**config.mk**
```make
export PLATFORM = sky130hd
export DESIGN_NAME = led_pattern_seq
export DESIGN_NICKNAME = d
export VERILOG_FILES = /design/src/rtl/led_seq_pkg.sv /design/src/rtl/led_tick_gen.sv /design/src/rtl/led_pattern_seq.sv
export SDC_FILE = /design/constraint.sdc
export NUM_CORES = 1
export LEC_CHECK = 0
export ABC_CLOCK_PERIOD_IN_PS = 4000
export CAP_MARGIN = 25
export CORE_ASPECT_RATIO = 1.4
export CORE_MARGIN = 2
export CORE_UTILIZATION = 46
export CTS_CLUSTER_SIZE = 12
export DETAILED_ROUTE_END_ITERATION = 10
export MAX_ROUTING_LAYER = met4
export SKIP_LAST_GASP = 1
export SLEW_MARGIN = 25
export SYNTH_ARGS = -nofsm -noshare
export SYNTH_HDL_FRONTEND = slang
export SYNTH_SLANG_ARGS = --single-unit
```
**constraint.sdc**
```tcl
create_clock -name clk -period 4 [get_ports clk]
set_clock_uncertainty 0.15 [all_clocks]
set_input_delay 0.8 -clock clk [delete_from_list [all_inputs] [get_ports clk]]
set_output_delay 0.8 -clock clk [all_outputs]
set_load 0.03 [all_outputs]
```
**src/rtl/led_seq_pkg.sv**
```systemverilog
// Shared types for the LED pattern sequencer: pattern modes and per-mode seed selection.
package led_seq_pkg;

   typedef enum logic [1:0] {
      ROT_L  = 2'd0,
      ROT_R  = 2'd1,
      BOUNCE = 2'd2,
      BLINK  = 2'd3
   } led_mode_e;

   // Blink starts from all LEDs lit; every other mode starts from LED0 alone.
   function automatic logic seed_full(input led_mode_e m);
      return (m == BLINK);
   endfunction

endpackage

```
**src/rtl/led_tick_gen.sv**
```systemverilog
// Pattern-step prescaler: counts TICK_CYCLES clocks while enabled, strobes on wrap.
module led_tick_gen
   import led_seq_pkg::*;
#(
   parameter int unsigned TICK_CYCLES = 12_000_000
) (
   input  logic clk,
   input  logic rst,
   input  logic en,
   input  logic clr,
   output logic tick_pre,
   output logic tick
);

   localparam int unsigned CW = (TICK_CYCLES > 2) ? $clog2(TICK_CYCLES) : 1;
   localparam logic [CW-1:0] LAST = CW'(TICK_CYCLES - 1);

   logic [CW-1:0] cnt_q, cnt_d;
   logic          tick_q, tick_d;

   assign tick_pre = en && (cnt_q == LAST);
   assign tick     = tick_q;

   always_comb begin
      cnt_d  = cnt_q;
      tick_d = 1'b0;
      if (clr) begin
         cnt_d = '0;
      end else if (en) begin
         tick_d = tick_pre;
         cnt_d  = tick_pre ? '0 : cnt_q + 1'b1;
      end
   end

   always_ff @(posedge clk) begin
      if (rst) begin
         cnt_q  <= '0;
         tick_q <= 1'b0;
      end else begin
         cnt_q  <= cnt_d;
         tick_q <= tick_d;
      end
   end

endmodule

```
**src/rtl/led_pattern_seq.sv**
```systemverilog
// LED pattern sequencer top: mode tracker, pattern/direction register, output polarity.
// Optional PWM dimming via the LED_PWM_DIM_EN macro (adds the bright port).
module led_pattern_seq
   import led_seq_pkg::*;
#(
   parameter int unsigned N_LED       = 3,
   parameter int unsigned TICK_CYCLES = 12_000_000,
   parameter bit          ACTIVE_LOW  = 1'b1,
   parameter int unsigned PWM_BITS    = 4
) (
   input  logic                clk,
   input  logic                rst,
   input  logic                en,
   input  logic                step,
   input  logic [1:0]          mode,
`ifdef LED_PWM_DIM_EN
   input  logic [PWM_BITS-1:0] bright,
`endif
   output logic [N_LED-1:0]    led,
   output logic                tick
);

   led_mode_e        mode_in, mode_q, mode_d;
   logic [N_LED-1:0] pat_q, pat_d;
   logic [N_LED-1:0] rot_l, rot_r, bnc, seed, lit;
   logic             dir_q, dir_d, bnc_dir;
   logic             mode_chg, tick_pre, adv;

   assign mode_in  = led_mode_e'(mode);
   assign mode_chg = (mode_in != mode_q);
   assign adv      = tick_pre || (!en && step);
   assign seed     = seed_full(mode_in) ? '1 : N_LED'(1);

   led_tick_gen #(
      .TICK_CYCLES(TICK_CYCLES)
   ) u_tick (
      .clk      (clk),
      .rst      (rst),
      .en       (en),
      .clr      (mode_chg),
      .tick_pre (tick_pre),
      .tick     (tick)
   );

   // Modulo wiring makes N_LED=1 rotate onto itself.
   for (genvar gi = 0; gi < N_LED; gi++) begin : g_rot
      assign rot_l[gi] = pat_q[(gi + N_LED - 1) % N_LED];
      assign rot_r[gi] = pat_q[(gi + 1) % N_LED];
   end

   always_comb begin
      bnc     = pat_q;
      bnc_dir = dir_q;
      if (N_LED > 1) begin
         if (!dir_q) begin
            if (pat_q[N_LED-1]) begin
               bnc     = pat_q >> 1;
               bnc_dir = 1'b1;
            end else begin
               bnc = pat_q << 1;
            end
         end else begin
            if (pat_q[0]) begin
               bnc     = pat_q << 1;
               bnc_dir = 1'b0;
            end else begin
               bnc = pat_q >> 1;
            end
         end
      end
   end

   // A mode change reseeds and wins over any advance in the same cycle.
   always_comb begin
      pat_d  = pat_q;
      dir_d  = dir_q;
      mode_d = mode_q;
      if (mode_chg) begin
         mode_d = mode_in;
         pat_d  = seed;
         dir_d  = 1'b0;
      end else if (adv) begin
         case (mode_q)
            ROT_L:   pat_d = rot_l;
            ROT_R:   pat_d = rot_r;
            BOUNCE: begin
               pat_d = bnc;
               dir_d = bnc_dir;
            end
            BLINK:   pat_d = ~pat_q;
            default: pat_d = pat_q;
         endcase
      end
   end

   always_ff @(posedge clk) begin
      if (rst) begin
         pat_q  <= N_LED'(1);
         dir_q  <= 1'b0;
         mode_q <= ROT_L;
      end else begin
         pat_q  <= pat_d;
         dir_q  <= dir_d;
         mode_q <= mode_d;
      end
   end

`ifdef LED_PWM_DIM_EN
   logic [PWM_BITS-1:0] pwm_cnt_q, pwm_cnt_d;
   logic                pwm_lit_q;

   assign pwm_cnt_d = pwm_cnt_q + 1'b1;

   // Gate is registered so the pins never see a combinational path from bright.
   always_ff @(posedge clk) begin
      if (rst) begin
         pwm_cnt_q <= '0;
         pwm_lit_q <= 1'b0;
      end else begin
         pwm_cnt_q <= pwm_cnt_d;
         pwm_lit_q <= (pwm_cnt_d < bright);
      end
   end

   assign lit = pat_q & {N_LED{pwm_lit_q}};
`else
   if (PWM_BITS < 1) begin : g_pwm_bits_unused
   end

   assign lit = pat_q;
`endif

   assign led = ACTIVE_LOW ? ~lit : lit;

endmodule
```
* Word level (Yosys, flattened, before mapping) *
Cells that the tools add are included.

cells by class
  reductions and logical operators = 9
  eq/ne operators = 6
  mux-type cells = 11
  $add $sub $neg = 1
  bitwise gates (word level) = 2

operators with widths
  cell                                                              number
  24-bit by 1-bit adder with 24-bit output (second input constant)  1
  24-bit == test (second input constant)                            1
  24-bit 2-to-1 mux                                                 1
  3-bit 2-to-1 mux                                                  6
  3-bit case mux with 4 select lines                                1
  2-bit == test (second input constant)                             3
  1-bit 2-to-1 mux                                                  3
  3-bit inverter                                                    1
  3-bit OR reduction                                                1
  2-bit by 1-bit == test with 1-bit output (second input constant)  1
  1-bit logical AND                                                 2
  2-bit logical NOT                                                 1
  2-bit inequality test                                             1
  2-bit AND reduction                                               1
  2-bit nonzero test                                                1
  2-bit OR reduction                                                1
  1-bit logical NOT                                                 1
  1-bit logical OR                                                  1
  1-bit inverter                                                    1

word-level totals
  output and inout bits = 4
  bits of input ports = 6
  word-level logic and storage cells = 34
  register bits after elaboration = 31

* Longest topological paths before layout *
Gate-level depths: netlist of run 1.

  word-level depth = 5
  gate-level depth with buffers = 8
  depth with buffers taken out = 6

* Cells and area by module *
From an unflattened synthesis of run 1, not the netlist that was laid out.

second synthesis, totals
  cells, all modules = 190
  area, all modules = 1,621.6 um2

by module, submodules not included
  module           cells an instance  area each (um2)  seq. area each (um2)  instances
  led_tick_gen     138                1,188.6          500.5                 1
  led_pattern_seq  52                 432.9            120.1                 1

* Worst setup path after synthesis of run 1 *
Ideal clock, no wire load.

  path type = input port to flip-flop
  start point = input en
  end point = register u_tick.cnt_q[21]
  required time = 3.736 ns
  path slack = 1.560 ns
  buffers on the path = 1
  library setup time = 0.114 ns
  arrival time = 2.176 ns
  cell stages on the path = 6
  cells stage by stage = buf_6 > nand4_1 > nor4_4 > or4b_2 > xor2_1 > nor2_1

between the ends
  longest elaborated chain between the ends = 2

ends and longest elaborated chain
  item                  RTL line               text
  from (decl)           led_pattern_seq.sv:13  input logic en,
  1-bit logical AND     led_tick_gen.sv:21     assign tick_pre = en && (cnt_q == LAST);
  24-bit 2-to-1 mux     led_tick_gen.sv:31     cnt_d = tick_pre ? '0 : cnt_q + 1'b1;
  to (signal assigned)  led_tick_gen.sv:40     cnt_q <= cnt_d;
  to (decl)             led_tick_gen.sv:18     logic [CW-1:0] cnt_q, cnt_d;

Parallel ways exist; a longest one is shown, timed or not.
A chain may end at the register's enable or synchronous reset.

* Worst setup path after layout of run 1 *
Ends and elaborated chain as after synthesis.

==> metrics.txt, run 1 <==
# TYPE chip_impl_metric gauge
chip_impl_metric{name="dp_hpwl",unit="mm"} 2.26
chip_impl_metric{name="fin_setup_tns",unit="ns"} 0
chip_impl_metric{name="groute.usage.overall",unit="%"} 18.9
chip_impl_metric{name="cts.hold.buffers_added",unit=""} 0
chip_impl_metric{name="p_leak",unit="nW"} 0.598
chip_impl_metric{name="finalSetupViolations",unit=""} 0
chip_impl_metric{name="wl_per_cell",unit="µm"} 13.4
chip_impl_metric{name="global_route.overflow_total",unit=""} 0
chip_impl_metric{name="cts.reportedPaths.clkPinSlew",unit="ns"} 0.07
chip_impl_metric{name="buffers_added_on_ports",unit=""} 9
chip_impl_metric{name="post_synthesis_area_per_instance",unit="µm²"} 8.54
chip_impl_metric{name="place_worst_setup_slack",unit="ns"} 0.806
chip_impl_metric{name="finalWeightedCongestion",unit=""} 0.798
chip_impl_info{name="root_buffer",value="clkbuf_8"} 1
chip_impl_metric{name="detail_route.iter0.violations",unit=""} 22
chip_impl_metric{name="diodes_inserted",unit=""} 0
chip_impl_metric{name="fraction_of_registers_with_async_set_or_reset_after_synthesis",unit="%"} 0
chip_impl_info{name="cts_tree",value="done"} 1
chip_impl_metric{name="cell_variety_after_synth",unit=""} 39
chip_impl_metric{name="fp.coreArea",unit="µm²"} 3350
chip_impl_info{name="r2r_end",value="u_tick.cnt_q[7]"} 1
chip_impl_metric{name="postRouteWirelength",unit="mm"} 3.15
chip_impl_info{name="rr_startpoint",value="u_tick.cnt_q[15]"} 1
chip_impl_metric{name="r2r_setup_slack",unit="ns"} 1.62
chip_impl_metric{name="die_w",unit="µm"} 53.9
chip_impl_metric{name="slew_headroom",unit="%"} 53.5
chip_impl_metric{name="cp.arrival",unit="ns"} 2.91
chip_impl_metric{name="fin_nets",unit=""} 202
chip_impl_metric{name="design_power_total",unit="mW"} 0.597
chip_impl_metric{name="drt_first_pass_iters",unit=""} 4
chip_impl_metric{name="vias_per_std_cell",unit=""} 5.58
chip_impl_metric{name="slew_violations",unit=""} 0
chip_impl_metric{name="area.growth.synth_to_final",unit="%"} 10.6
chip_impl_metric{name="floorplan.initialDensity",unit="%"} 48.0
chip_impl_info{name="outcome",value="finished, final reports clean"} 1
chip_impl_metric{name="htree_num_levels",unit=""} 2
chip_impl_metric{name="edff_count_synth",unit=""} 0
chip_impl_metric{name="ctsLongestPathBuffers",unit=""} 2
chip_impl_metric{name="layout_cell_share_with_drive_strength_beyond_1",unit="%"} 8.67
chip_impl_metric{name="grt_pass1_wl",unit="mm"} 5.31
chip_impl_metric{name="synthesis.instances",unit=""} 188
chip_impl_info{name="crit_path_end_kind",value="flip-flop"} 1
chip_impl_metric{name="fin_ws",unit="ns"} 1.08
chip_impl_metric{name="max-cap-violations",unit=""} 0
chip_impl_info{name="critical_path.endpoint",value="u_tick.cnt_q[21]"} 1
chip_impl_metric{name="grt_antenna_before_repair",unit=""} 0
chip_impl_metric{name="design.die.area",unit="µm²"} 3980
chip_impl_metric{name="cp_max_fo",unit=""} 9
chip_impl_metric{name="seq_area_frac_synth",unit="%"} 38.7
chip_impl_metric{name="worstRegToRegCells",unit=""} 5
chip_impl_metric{name="number_of_placement_rows",unit=""} 25
chip_impl_metric{name="cts_resized",unit=""} 0
chip_impl_metric{name="timing.final.crit_period",unit="ns"} 2.92
chip_impl_metric{name="clock_latency_reported_for_the_late_side_of_the_worst_skew_pair",unit="ns"} 0.28
chip_impl_metric{name="cp_data_required_time",unit="ns"} 3.99
chip_impl_metric{name="clock.fmax",unit="MHz"} 343
chip_impl_metric{name="syn_area",unit="µm²"} 1610
chip_impl_metric{name="worst-slew-pin-transition",unit="ns"} 0.696
chip_impl_metric{name="clock-sinks",unit=""} 31
chip_impl_metric{name="floorplan.die.height",unit="µm"} 73.9
chip_impl_metric{name="postRouteAntennaNets",unit=""} 0
chip_impl_metric{name="via_count",unit=""} 1317
chip_impl_metric{name="post-route-drc-count",unit=""} 0
chip_impl_metric{name="cellPowerDensity",unit="nW/µm²"} 336
chip_impl_metric{name="grt_pass1_vias",unit=""} 1239
chip_impl_metric{name="ir_drop",unit="µV"} 318
chip_impl_info{name="timing_worst_setup_path_type",value="in2reg"} 1
chip_impl_info{name="synth.largest_area_cell",value="dfxtp_1"} 1
chip_impl_info{name="hold_path_class",value="reg2reg"} 1
chip_impl_info{name="yosys_most_used_dff",value="dfxtp_1"} 1
chip_impl_info{name="largest_cells_by_area_after_synthesis",value="dfxtp_1 39%, xnor2_1 8.2%, nor2_1 7.2%, xor2_1 4.9%, nand2_1 3.3%"} 1
chip_impl_info{name="worstSetupStartpoint",value="en"} 1
chip_impl_info{name="unrepaired_setup_endpoints_after_global_routing",value="no"} 1
chip_impl_metric{name="synth_top_area_share",unit="%"} 38.7
chip_impl_metric{name="cts-buffers-inserted",unit=""} 5
chip_impl_metric{name="yosys_warnings",unit=""} 0
chip_impl_metric{name="cts_post_setup_buffers_inserted",unit=""} 0
chip_impl_metric{name="final_min_period_over_clock_period",unit="%"} 73.0
chip_impl_metric{name="synth.net_count",unit=""} 195
chip_impl_metric{name="pin_count",unit=""} 10
chip_impl_metric{name="flops_latches_synth",unit=""} 31
chip_impl_metric{name="grt_start_max_net_pins",unit=""} 22
chip_impl_info{name="critical_path.startpoint_type",value="primary input"} 1
chip_impl_metric{name="final-hold-violation-count",unit=""} 0
## area by class of cell
| class | count | area [µm²] |
|---|---|---|
| Clock buffer | 5 | 68.8 |
| Clock inverter | 3 | 15.0 |
| Fill cell | 321 | 1570 |
| Inverter | 8 | 30.0 |
| Multi-Input combinational cell | 140 | 901 |
| Sequential cell | 31 | 621 |
| Tap cell | 40 | 50.0 |
| Timing Repair Buffer | 9 | 90.1 |
## power by group
group	internal, mW	leakage (nW)	switching (mW)
Sequential	0.312	0.251	0.00632
Clock	0.119	0.0477	0.114
Combinational	0.0196	0.300	0.0251
Total	0.451	0.598	0.146
## placed cells by master (no fill, tap or decap), types with 4 or more instances in the layout
| cell | count |
|---|---|
| nand3_1 | 10 |
| nand2_1 | 14 |
| a21oi_1 | 9 |
| nand4_1 | 5 |
| nor2_1 | 31 |
| nor3_1 | 4 |
| dfxtp_1 | 31 |
| xor2_1 | 9 |
| inv_1 | 8 |
| xnor2_1 | 15 |
| and3_1 | 6 |
| clkbuf_8 | 5 |
| clkdlybuf4s50_1 | 9 |
## registers in the layout (all words and copies together) (netlist names)
signal / count
dir_q: 1
u_tick.tick: 1
lit: 3
u_tick.cnt_q: 24
mode_q: 2
## through the flow
stage	utilization [%]	area, µm²	hold WS [ns]	instances
floorplan	-	1610	0.312	188
global placement	50.5	1690	0.342	228
detailed placement	50.5	1690	0.340	228
CTS	53.0	1780	0.351	236
global route	53.0	1780	0.368	236
finish	53.0	1780	0.349	236
## critical path, stage by stage
cell             delay [ns]
clkdlybuf4s50_1        0.61
nand4_1                0.26
nor4_4                 0.40
or4b_2                 0.64
xor2_1                 0.15
nor2_1                 0.05
## cells in the mapped netlist, drive strengths merged (4+ instances only)
library cell / n
or4b: 4
xor2: 9
xnor2: 15
dfxtp: 31
inv: 8
and3: 6
nand3: 10
nor3: 4
nor2: 31
a21oi: 9
nand4: 5
buf: 6
nand2: 14
nor4: 4
## logic make-up (layout without fill, tap and decap cells)
family,Yosys count,count (layout),share of synthesized area [%]
buffers and inverters,17,25,5.22
adders and majority gates,1,1,0.779
and+or+nand+nor,91,91,31.4
DFF,31,31,38.7
xor gates and xnor gates,24,24,13.1
AOI/OAI and AO/OA,23,23,10.2
muxes,1,1,0.624
## worst min path at each step
stage / start / endpoint / slack (ns) / cells after the start
global placement: u_tick.cnt_q[1] / u_tick.cnt_q[1] / 0.34 / 2
detailed placement: u_tick.cnt_q[1] / u_tick.cnt_q[1] / 0.34 / 2
finish: u_tick.cnt_q[1] / u_tick.cnt_q[1] / 0.35 / 2
CTS: u_tick.cnt_q[1] / u_tick.cnt_q[1] / 0.35 / 2
global route: u_tick.cnt_q[1] / u_tick.cnt_q[1] / 0.37 / 2
floorplan: u_tick.cnt_q[1] / u_tick.cnt_q[1] / 0.31 / 2
## layer usage
metal	track usage [%]	part of all wire, %	routed length (µm)	vias up
met5	-	0	0	-
met4	6.84	1.2	38	0
met2	32.1	51	1620	26
met1	20.4	43	1360	618
met3	5.49	4.2	133	4
li1	-	-	-	669
Power figures use the tool's default switching activity.
==> run 2: changes to the inputs <==
--- a/config.mk
+++ b/config.mk
@@ -5,7 +5,7 @@
 export SDC_FILE = /design/constraint.sdc
 export NUM_CORES = 1
 export LEC_CHECK = 0
-export ABC_CLOCK_PERIOD_IN_PS = 4000
+export ABC_CLOCK_PERIOD_IN_PS = 2900
 export CAP_MARGIN = 25
 export CORE_ASPECT_RATIO = 1.4
 export CORE_MARGIN = 2
==> constraint.sdc (replaced) <==
create_clock -name clk -period 2.9 [get_ports clk]
set_clock_uncertainty 0.15 [all_clocks]
set_input_delay 0.58 -clock clk [delete_from_list [all_inputs] [get_ports clk]]
set_output_delay 0.58 -clock clk [all_outputs]
set_load 0.03 [all_outputs]
==> run 2 against run 1 <==
Net effect:
- final cell count increased by 1.7%
- via count grew 3.4%
- power grew 46%
- critical endpoint unchanged
==> metrics.txt, run 2 (synthesized netlist as in run 1, its figures left out) <==
# TYPE chip_impl_metric gauge
chip_impl_info{name="outcome",value="finished, final reports clean"} 1
chip_impl_metric{name="final_min_period_over_clock_period",unit="%"} 82.7
chip_impl_metric{name="floorplan.initialDensity",unit="%"} 48.0
chip_impl_metric{name="place_worst_setup_slack",unit="ns"} 0.220
chip_impl_metric{name="design.die.area",unit="µm²"} 3980
chip_impl_metric{name="clock-sinks",unit=""} 31
chip_impl_metric{name="layout_cell_share_with_drive_strength_beyond_1",unit="%"} 10.0
chip_impl_metric{name="ir_drop",unit="µV"} 316
chip_impl_metric{name="vias_per_std_cell",unit=""} 5.68
chip_impl_metric{name="largest_reg_flops",unit=""} 24
chip_impl_metric{name="area.growth.synth_to_final",unit="%"} 13.5
chip_impl_metric{name="cts.hold.buffers_added",unit=""} 0
chip_impl_info{name="timing.critical_path.cells",value="clkdlybuf4s50_1 > nand4_1 > nor4_4 > or4b_2 > xor2_1 > nor2_1"} 1
chip_impl_info{name="cts_tree",value="done"} 1
chip_impl_info{name="top_reg_by_flops",value="u_tick.cnt_q"} 1
chip_impl_metric{name="critical_path.n_buffers_inverters",unit=""} 1
chip_impl_metric{name="groute.usage.overall",unit="%"} 19.9
chip_impl_metric{name="floorplan.die.height",unit="µm"} 73.9
chip_impl_metric{name="clock.fmax",unit="MHz"} 417
chip_impl_metric{name="filler_cell_count",unit=""} 320
chip_impl_metric{name="fp.coreArea",unit="µm²"} 3350
chip_impl_metric{name="cts-buffers-inserted",unit=""} 5
chip_impl_metric{name="cp_data_required_time",unit="ns"} 2.91
chip_impl_metric{name="p_leak",unit="nW"} 0.621
chip_impl_metric{name="fin_ws",unit="ns"} 0.500
chip_impl_metric{name="grt_start_max_net_pins",unit=""} 22
chip_impl_metric{name="ctsLongestPathBuffers",unit=""} 2
chip_impl_metric{name="cp_max_fo",unit=""} 5
chip_impl_metric{name="stdcell_area",unit="µm²"} 1820
chip_impl_info{name="hold_path_class",value="reg2reg"} 1
chip_impl_metric{name="cp.arrival",unit="ns"} 2.41
chip_impl_metric{name="drt_first_pass_iters",unit=""} 4
chip_impl_metric{name="post-route-drc-count",unit=""} 0
chip_impl_info{name="slowest_stage",value="or4b_2"} 1
chip_impl_info{name="rr_startpoint",value="u_tick.cnt_q[15]"} 1
chip_impl_info{name="root_buffer",value="clkbuf_8"} 1
chip_impl_metric{name="grt_pass1_vias",unit=""} 1301
chip_impl_metric{name="fin_nets",unit=""} 206
chip_impl_metric{name="die_w",unit="µm"} 53.9
chip_impl_metric{name="htree_num_levels",unit=""} 2
chip_impl_metric{name="fin_hold_ws",unit="ns"} 0.372
chip_impl_metric{name="post_dp_cell_area",unit="µm²"} 1720
chip_impl_metric{name="slew_violations",unit=""} 0
chip_impl_metric{name="design_power_total",unit="mW"} 0.869
chip_impl_metric{name="finalSetupViolations",unit=""} 0
chip_impl_info{name="timing.hold.worst.start",value="u_tick.cnt_q[1]"} 1
chip_impl_metric{name="layout.cells.non_filler",unit=""} 240
chip_impl_info{name="critical_path.startpoint_type",value="primary input"} 1
chip_impl_info{name="unrepaired_setup_endpoints_after_global_routing",value="no"} 1
chip_impl_metric{name="dp_cells",unit=""} 232
chip_impl_info{name="layout_common_cells",value="31 x nor2_1, 31 x dfxtp_1, 15 x xnor2_1, 14 x nand2_1, 10 x nand3_1"} 1
chip_impl_metric{name="wl_per_cell",unit="µm"} 13.6
chip_impl_info{name="crit_path_end_kind",value="flip-flop"} 1
chip_impl_metric{name="buffers_added_on_ports",unit=""} 9
chip_impl_metric{name="slew_headroom",unit="%"} 76.2
chip_impl_metric{name="number_of_placement_rows",unit=""} 25
chip_impl_metric{name="r2r_setup_slack",unit="ns"} 0.71
chip_impl_metric{name="dp_hpwl",unit="mm"} 2.44
chip_impl_info{name="path_delay_family",value="simple AND/OR/NAND/NOR gates"} 1
chip_impl_metric{name="hold_depth",unit=""} 2
chip_impl_metric{name="cts_resized",unit=""} 0
chip_impl_metric{name="cts.reportedPaths.clkPinSlew",unit="ns"} 0.06
chip_impl_metric{name="worstRegToRegCells",unit=""} 5
chip_impl_info{name="min_to",value="u_tick.cnt_q[1]"} 1
chip_impl_info{name="timing_worst_setup_path_type",value="in2reg"} 1
chip_impl_metric{name="fin_setup_tns",unit="ns"} 0
chip_impl_metric{name="clock_latency_reported_for_the_late_side_of_the_worst_skew_pair",unit="ns"} 0.27
chip_impl_metric{name="diodes_inserted",unit=""} 0
chip_impl_metric{name="postRouteWirelength",unit="mm"} 3.27
chip_impl_metric{name="cellPowerDensity",unit="nW/µm²"} 477
chip_impl_metric{name="pin_count",unit=""} 10
chip_impl_metric{name="detail_route.iter0.violations",unit=""} 22
chip_impl_metric{name="grt_pass1_wl",unit="mm"} 5.73
chip_impl_metric{name="timing.critical_path.slowest_cell_delay",unit="ns"} 0.62
chip_impl_metric{name="final-hold-violation-count",unit=""} 0
chip_impl_metric{name="global_route.overflow_total",unit=""} 0
chip_impl_info{name="r2r_end",value="dir_q"} 1
chip_impl_metric{name="final_util",unit="%"} 54.4
chip_impl_metric{name="max-cap-violations",unit=""} 0
chip_impl_metric{name="finalWeightedCongestion",unit=""} 0.812
chip_impl_metric{name="postRouteAntennaNets",unit=""} 0
chip_impl_metric{name="cts_post_setup_buffers_inserted",unit=""} 0
chip_impl_metric{name="timing.final.crit_period",unit="ns"} 2.40
chip_impl_metric{name="grt_antenna_before_repair",unit=""} 0
chip_impl_metric{name="worst-slew-pin-transition",unit="ns"} 0.349
chip_impl_metric{name="via_count",unit=""} 1362
==> run 2: cell count changes in the layout (fill, tap and decap cells not counted), sizes merged <==
| cell | delta |
|---|---|
| buf | +4 |
| clkbuf | +3 |
| clkinv | -3 |
==> run 2: cell type report <==
| class | instances | area [µm²] | share of cell area (%) |
|---|---|---|---|
| multi-input cells | 140 | 901 | 49.5 |
| clock buffers | 8 | 100 | 5.49 |
| flip-flops and latches | 31 | 621 | 34.1 |
| inverters | 8 | 30.0 | 1.65 |
| repair buffers | 13 | 120 | 6.59 |
| well taps | 40 | 50.0 | 2.75 |
==> run 2: power breakdown <==
group,switching (mW),internal (mW)
sequential,0.00882,0.431
combinational,0.0356,0.0300
clock,0.147,0.216
total,0.191,0.677
==> run 2: worst max path at each step <==
| stage | end | slack (ns) | start | cells past startpoint |
|---|---|---|---|---|
| after floorplan | u_tick.cnt_q[21] | 0.68 | en | 6 |
| after global placement | u_tick.cnt_q[21] | 0.25 | en | 6 |
| after detailed placement | u_tick.cnt_q[21] | 0.22 | en | 6 |
| after CTS | u_tick.cnt_q[21] | 0.49 | en | 6 |
| after global routing | u_tick.cnt_q[22] | 0.37 | en | 6 |
| final | u_tick.cnt_q[21] | 0.50 | en | 6 |
==> run 2: per-layer routing <==
metal  routed length [µm]  share of wire (%)  vias up  track usage (%)
li1                     -                  -      674                -
met3                  116                3.5        4             5.69
met2                 1730                 53       25             33.6
met5                    0                  0        -                -
met4                   29               0.89        0             6.27
met1                 1400                 43      659             22.0
==> run 2: worst min-delay path: stages, from the launching register on <==
cell      delay [ns]
dfxtp_1         0.33
nand2b_1        0.08
a21oi_1         0.06
==> run 3: changes to the inputs <==
--- a/config.mk
+++ b/config.mk
@@ -5,7 +5,7 @@
 export SDC_FILE = /design/constraint.sdc
 export NUM_CORES = 1
 export LEC_CHECK = 0
-export ABC_CLOCK_PERIOD_IN_PS = 2900
+export ABC_CLOCK_PERIOD_IN_PS = 2100
 export CAP_MARGIN = 25
 export CORE_ASPECT_RATIO = 1.4
 export CORE_MARGIN = 2
@@ -13,6 +13,7 @@
 export CTS_CLUSTER_SIZE = 12
 export DETAILED_ROUTE_END_ITERATION = 10
 export MAX_ROUTING_LAYER = met4
+export PLACE_DENSITY = 0.67
 export SKIP_LAST_GASP = 1
 export SLEW_MARGIN = 25
 export SYNTH_ARGS = -nofsm -noshare
==> constraint.sdc (replaced) <==
create_clock -name clk -period 2.1 [get_ports clk]
set_clock_uncertainty 0.15 [all_clocks]
set_input_delay 0.42 -clock clk [delete_from_list [all_inputs] [get_ports clk]]
set_output_delay 0.42 -clock clk [all_outputs]
set_load 0.03 [all_outputs]
==> run 3 against run 2 <==
Net effect:
- the run now ends with setup timing left
- sequential share of layout area decreased by 3.2 points
- routed wire length increased by 11%
- die area unchanged
- clock power increased by 42%
- global-route usage increased by 1.2 points
- setup slack got worse by 0.54 ns
- combinational power increased by 62%
- power increased by 41%
- first-iteration DRC count increased by 9.1%
- utilization increased by 6.1 points
- largest power group unchanged
==> metrics.txt, run 3 (synthesized netlist as in run 1, its figures left out) <==
# TYPE chip_impl_metric gauge
chip_impl_metric{name="fp.coreArea",unit="µm²"} 3350
chip_impl_info{name="outcome",value="finished, violations left"} 1
chip_impl_metric{name="detail_route.iter0.violations",unit=""} 24
chip_impl_metric{name="timing.final.crit_period",unit="ns"} 2.14
chip_impl_metric{name="post-route-drc-count",unit=""} 0
chip_impl_metric{name="pin_count",unit=""} 10
chip_impl_metric{name="clock.fmax",unit="MHz"} 468
chip_impl_metric{name="filler_cell_count",unit=""} 292
chip_impl_metric{name="final-hold-violation-count",unit=""} 0
chip_impl_metric{name="p_leak",unit="nW"} 0.750
chip_impl_metric{name="finalSetupViolations",unit=""} 1
chip_impl_metric{name="wl_per_cell",unit="µm"} 14.0
chip_impl_metric{name="grt_start_max_net_pins",unit=""} 22
chip_impl_metric{name="ctsLongestPathBuffers",unit=""} 2
chip_impl_metric{name="grt_antenna_before_repair",unit=""} 0
chip_impl_info{name="critical_path.startpoint_type",value="flip-flop"} 1
chip_impl_metric{name="clock-sinks",unit=""} 31
chip_impl_metric{name="slew_headroom",unit="%"} 74.0
chip_impl_metric{name="floorplan.die.height",unit="µm"} 73.9
chip_impl_info{name="failed_checks",value="setup timing"} 1
chip_impl_metric{name="finalWeightedCongestion",unit=""} 0.851
chip_impl_metric{name="dp_cells",unit=""} 249
chip_impl_metric{name="fin_ws",unit="ns"} -0.0352
chip_impl_metric{name="max-cap-violations",unit=""} 0
chip_impl_metric{name="hold_depth",unit=""} 2
chip_impl_metric{name="cts.hold.buffers_added",unit=""} 0
chip_impl_metric{name="clock_latency_reported_for_the_late_side_of_the_worst_skew_pair",unit="ns"} 0.29
chip_impl_metric{name="final_util",unit="%"} 60.5
chip_impl_metric{name="cts-buffers-inserted",unit=""} 5
chip_impl_metric{name="area.growth.synth_to_final",unit="%"} 26.1
chip_impl_metric{name="post_dp_cell_area",unit="µm²"} 1860
chip_impl_info{name="cts_tree",value="done"} 1
chip_impl_metric{name="layout.cells.non_filler",unit=""} 260
chip_impl_metric{name="ir_drop",unit="µV"} 391
chip_impl_info{name="root_buffer",value="clkbuf_8"} 1
chip_impl_info{name="timing_worst_setup_path_type",value="reg2reg"} 1
chip_impl_metric{name="area_taken_by_multi_input_logic_gates",unit="µm²"} 933
chip_impl_metric{name="drt_first_pass_iters",unit=""} 4
chip_impl_metric{name="cp_data_required_time",unit="ns"} 2.18
chip_impl_metric{name="stdcell_area",unit="µm²"} 2020
chip_impl_metric{name="buffers_added_on_ports",unit=""} 9
chip_impl_info{name="crit_path_end_kind",value="flip-flop"} 1
chip_impl_info{name="layout_common_cells",value="31 x nor2_1, 29 x dfxtp_1, 23 x buf_4, 15 x xnor2_1, 14 x nand2_1"} 1
chip_impl_metric{name="grt_pass1_vias",unit=""} 1389
chip_impl_metric{name="dp_hpwl",unit="mm"} 2.61
chip_impl_metric{name="cp_max_fo",unit=""} 6
chip_impl_info{name="rr_startpoint",value="u_tick.cnt_q[10]"} 1
chip_impl_info{name="worstSetupStartpoint",value="u_tick.cnt_q[10]"} 1
chip_impl_metric{name="largest_reg_flops",unit=""} 24
chip_impl_metric{name="cellPowerDensity",unit="nW/µm²"} 607
chip_impl_metric{name="htree_num_levels",unit=""} 2
chip_impl_metric{name="diodes_inserted",unit=""} 0
chip_impl_metric{name="fin_nets",unit=""} 226
chip_impl_metric{name="design.die.area",unit="µm²"} 3980
chip_impl_metric{name="layout_cell_share_with_drive_strength_beyond_1",unit="%"} 20.9
chip_impl_metric{name="vias_per_std_cell",unit=""} 5.54
chip_impl_metric{name="via_count",unit=""} 1441
chip_impl_metric{name="floorplan.initialDensity",unit="%"} 48.0
chip_impl_metric{name="postRouteAntennaNets",unit=""} 0
chip_impl_metric{name="slew_violations",unit=""} 0
chip_impl_metric{name="global_route.overflow_total",unit=""} 0
chip_impl_metric{name="layout.area.seq",unit="µm²"} 626
chip_impl_metric{name="cp.arrival",unit="ns"} 2.21
chip_impl_metric{name="worst-slew-pin-transition",unit="ns"} 0.389
chip_impl_info{name="top_reg_by_flops",value="u_tick.cnt_q"} 1
chip_impl_info{name="layout_commonest_cell",value="nor2_1"} 1
chip_impl_metric{name="worstRegToRegCells",unit=""} 5
chip_impl_info{name="hold_path_class",value="reg2reg"} 1
chip_impl_info{name="timing.hold.worst.start",value="u_tick.cnt_q[1]"} 1
chip_impl_metric{name="die_w",unit="µm"} 53.9
chip_impl_metric{name="postRouteWirelength",unit="mm"} 3.63
chip_impl_metric{name="cts.reportedPaths.clkPinSlew",unit="ns"} 0.07
chip_impl_metric{name="final_min_period_over_clock_period",unit="%"} 102
chip_impl_info{name="unrepaired_setup_endpoints_after_global_routing",value="yes"} 1
chip_impl_metric{name="grt_pass1_wl",unit="mm"} 5.78
chip_impl_metric{name="number_of_placement_rows",unit=""} 25
chip_impl_metric{name="groute.usage.overall",unit="%"} 21.1
run 3: layout make-up:
cell class | count | area share, %
clock buffer | 8 | 4.94
inverter | 8 | 1.48
multi-input combinational | 140 | 46.1
sequential | 31 | 30.9
tap | 40 | 2.47
timing repair buffer | 33 | 14.1
run 3: report_power, final:
group	leakage [nW]	total, mW	internal, mW	switching (mW)
sequential	0.252	0.607	0.594	0.0131
combinational	0.446	0.106	0.0513	0.0550
clock	0.0515	0.515	0.299	0.217
total	0.750	1.23	0.944	0.285
run 3: routing by layer:
metal | track usage [%] | wire, µm
met5 | - | 0
met4 | 12.5 | 101
met3 | 5.49 | 115
met2 | 37.7 | 1950
met1 | 19.1 | 1470
run 3: worst paths after layout:
path                           to  slack, ns
setup reg to reg            dir_q      -0.04
hold reg to reg   u_tick.cnt_q[1]       0.36
hold / removal    u_tick.cnt_q[1]       0.36
setup / recovery            dir_q      -0.04
run 3: worst max-delay path, cell delays in order, from the launching register on:
cell,delay (ns)
dfxtp_4,0.35
or4b_4,0.52
nor4_4,0.36
a2bb2oi_4,0.13
or4_4,0.43
a21oi_2,0.13
run 3: timing repair:
item / 4_1_cts / 5_1_grt
endpoints found under the setup margin: 2 / 4
gates cloned: 0 / 0
resized for setup: 0 / 10
setup buffers: 1 / 2
pin swaps: 0 / 6
run 3: per-stage QoR:
step / setup TNS (ns) / setup slack [ns] / power (mW) / hold slack [ns]
CTS: -0.0191 / -0.0191 / 1.24 / 0.360
detailed placement: -3.28 / -0.336 / 0.724 / 0.348
floorplan: 0 / 0.0400 / 0.682 / 0.312
global route: -0.115 / -0.0757 / 1.27 / 0.385
finish: -0.0352 / -0.0352 / 1.23 / 0.362
global placement: -2.66 / -0.292 / 0.718 / 0.329
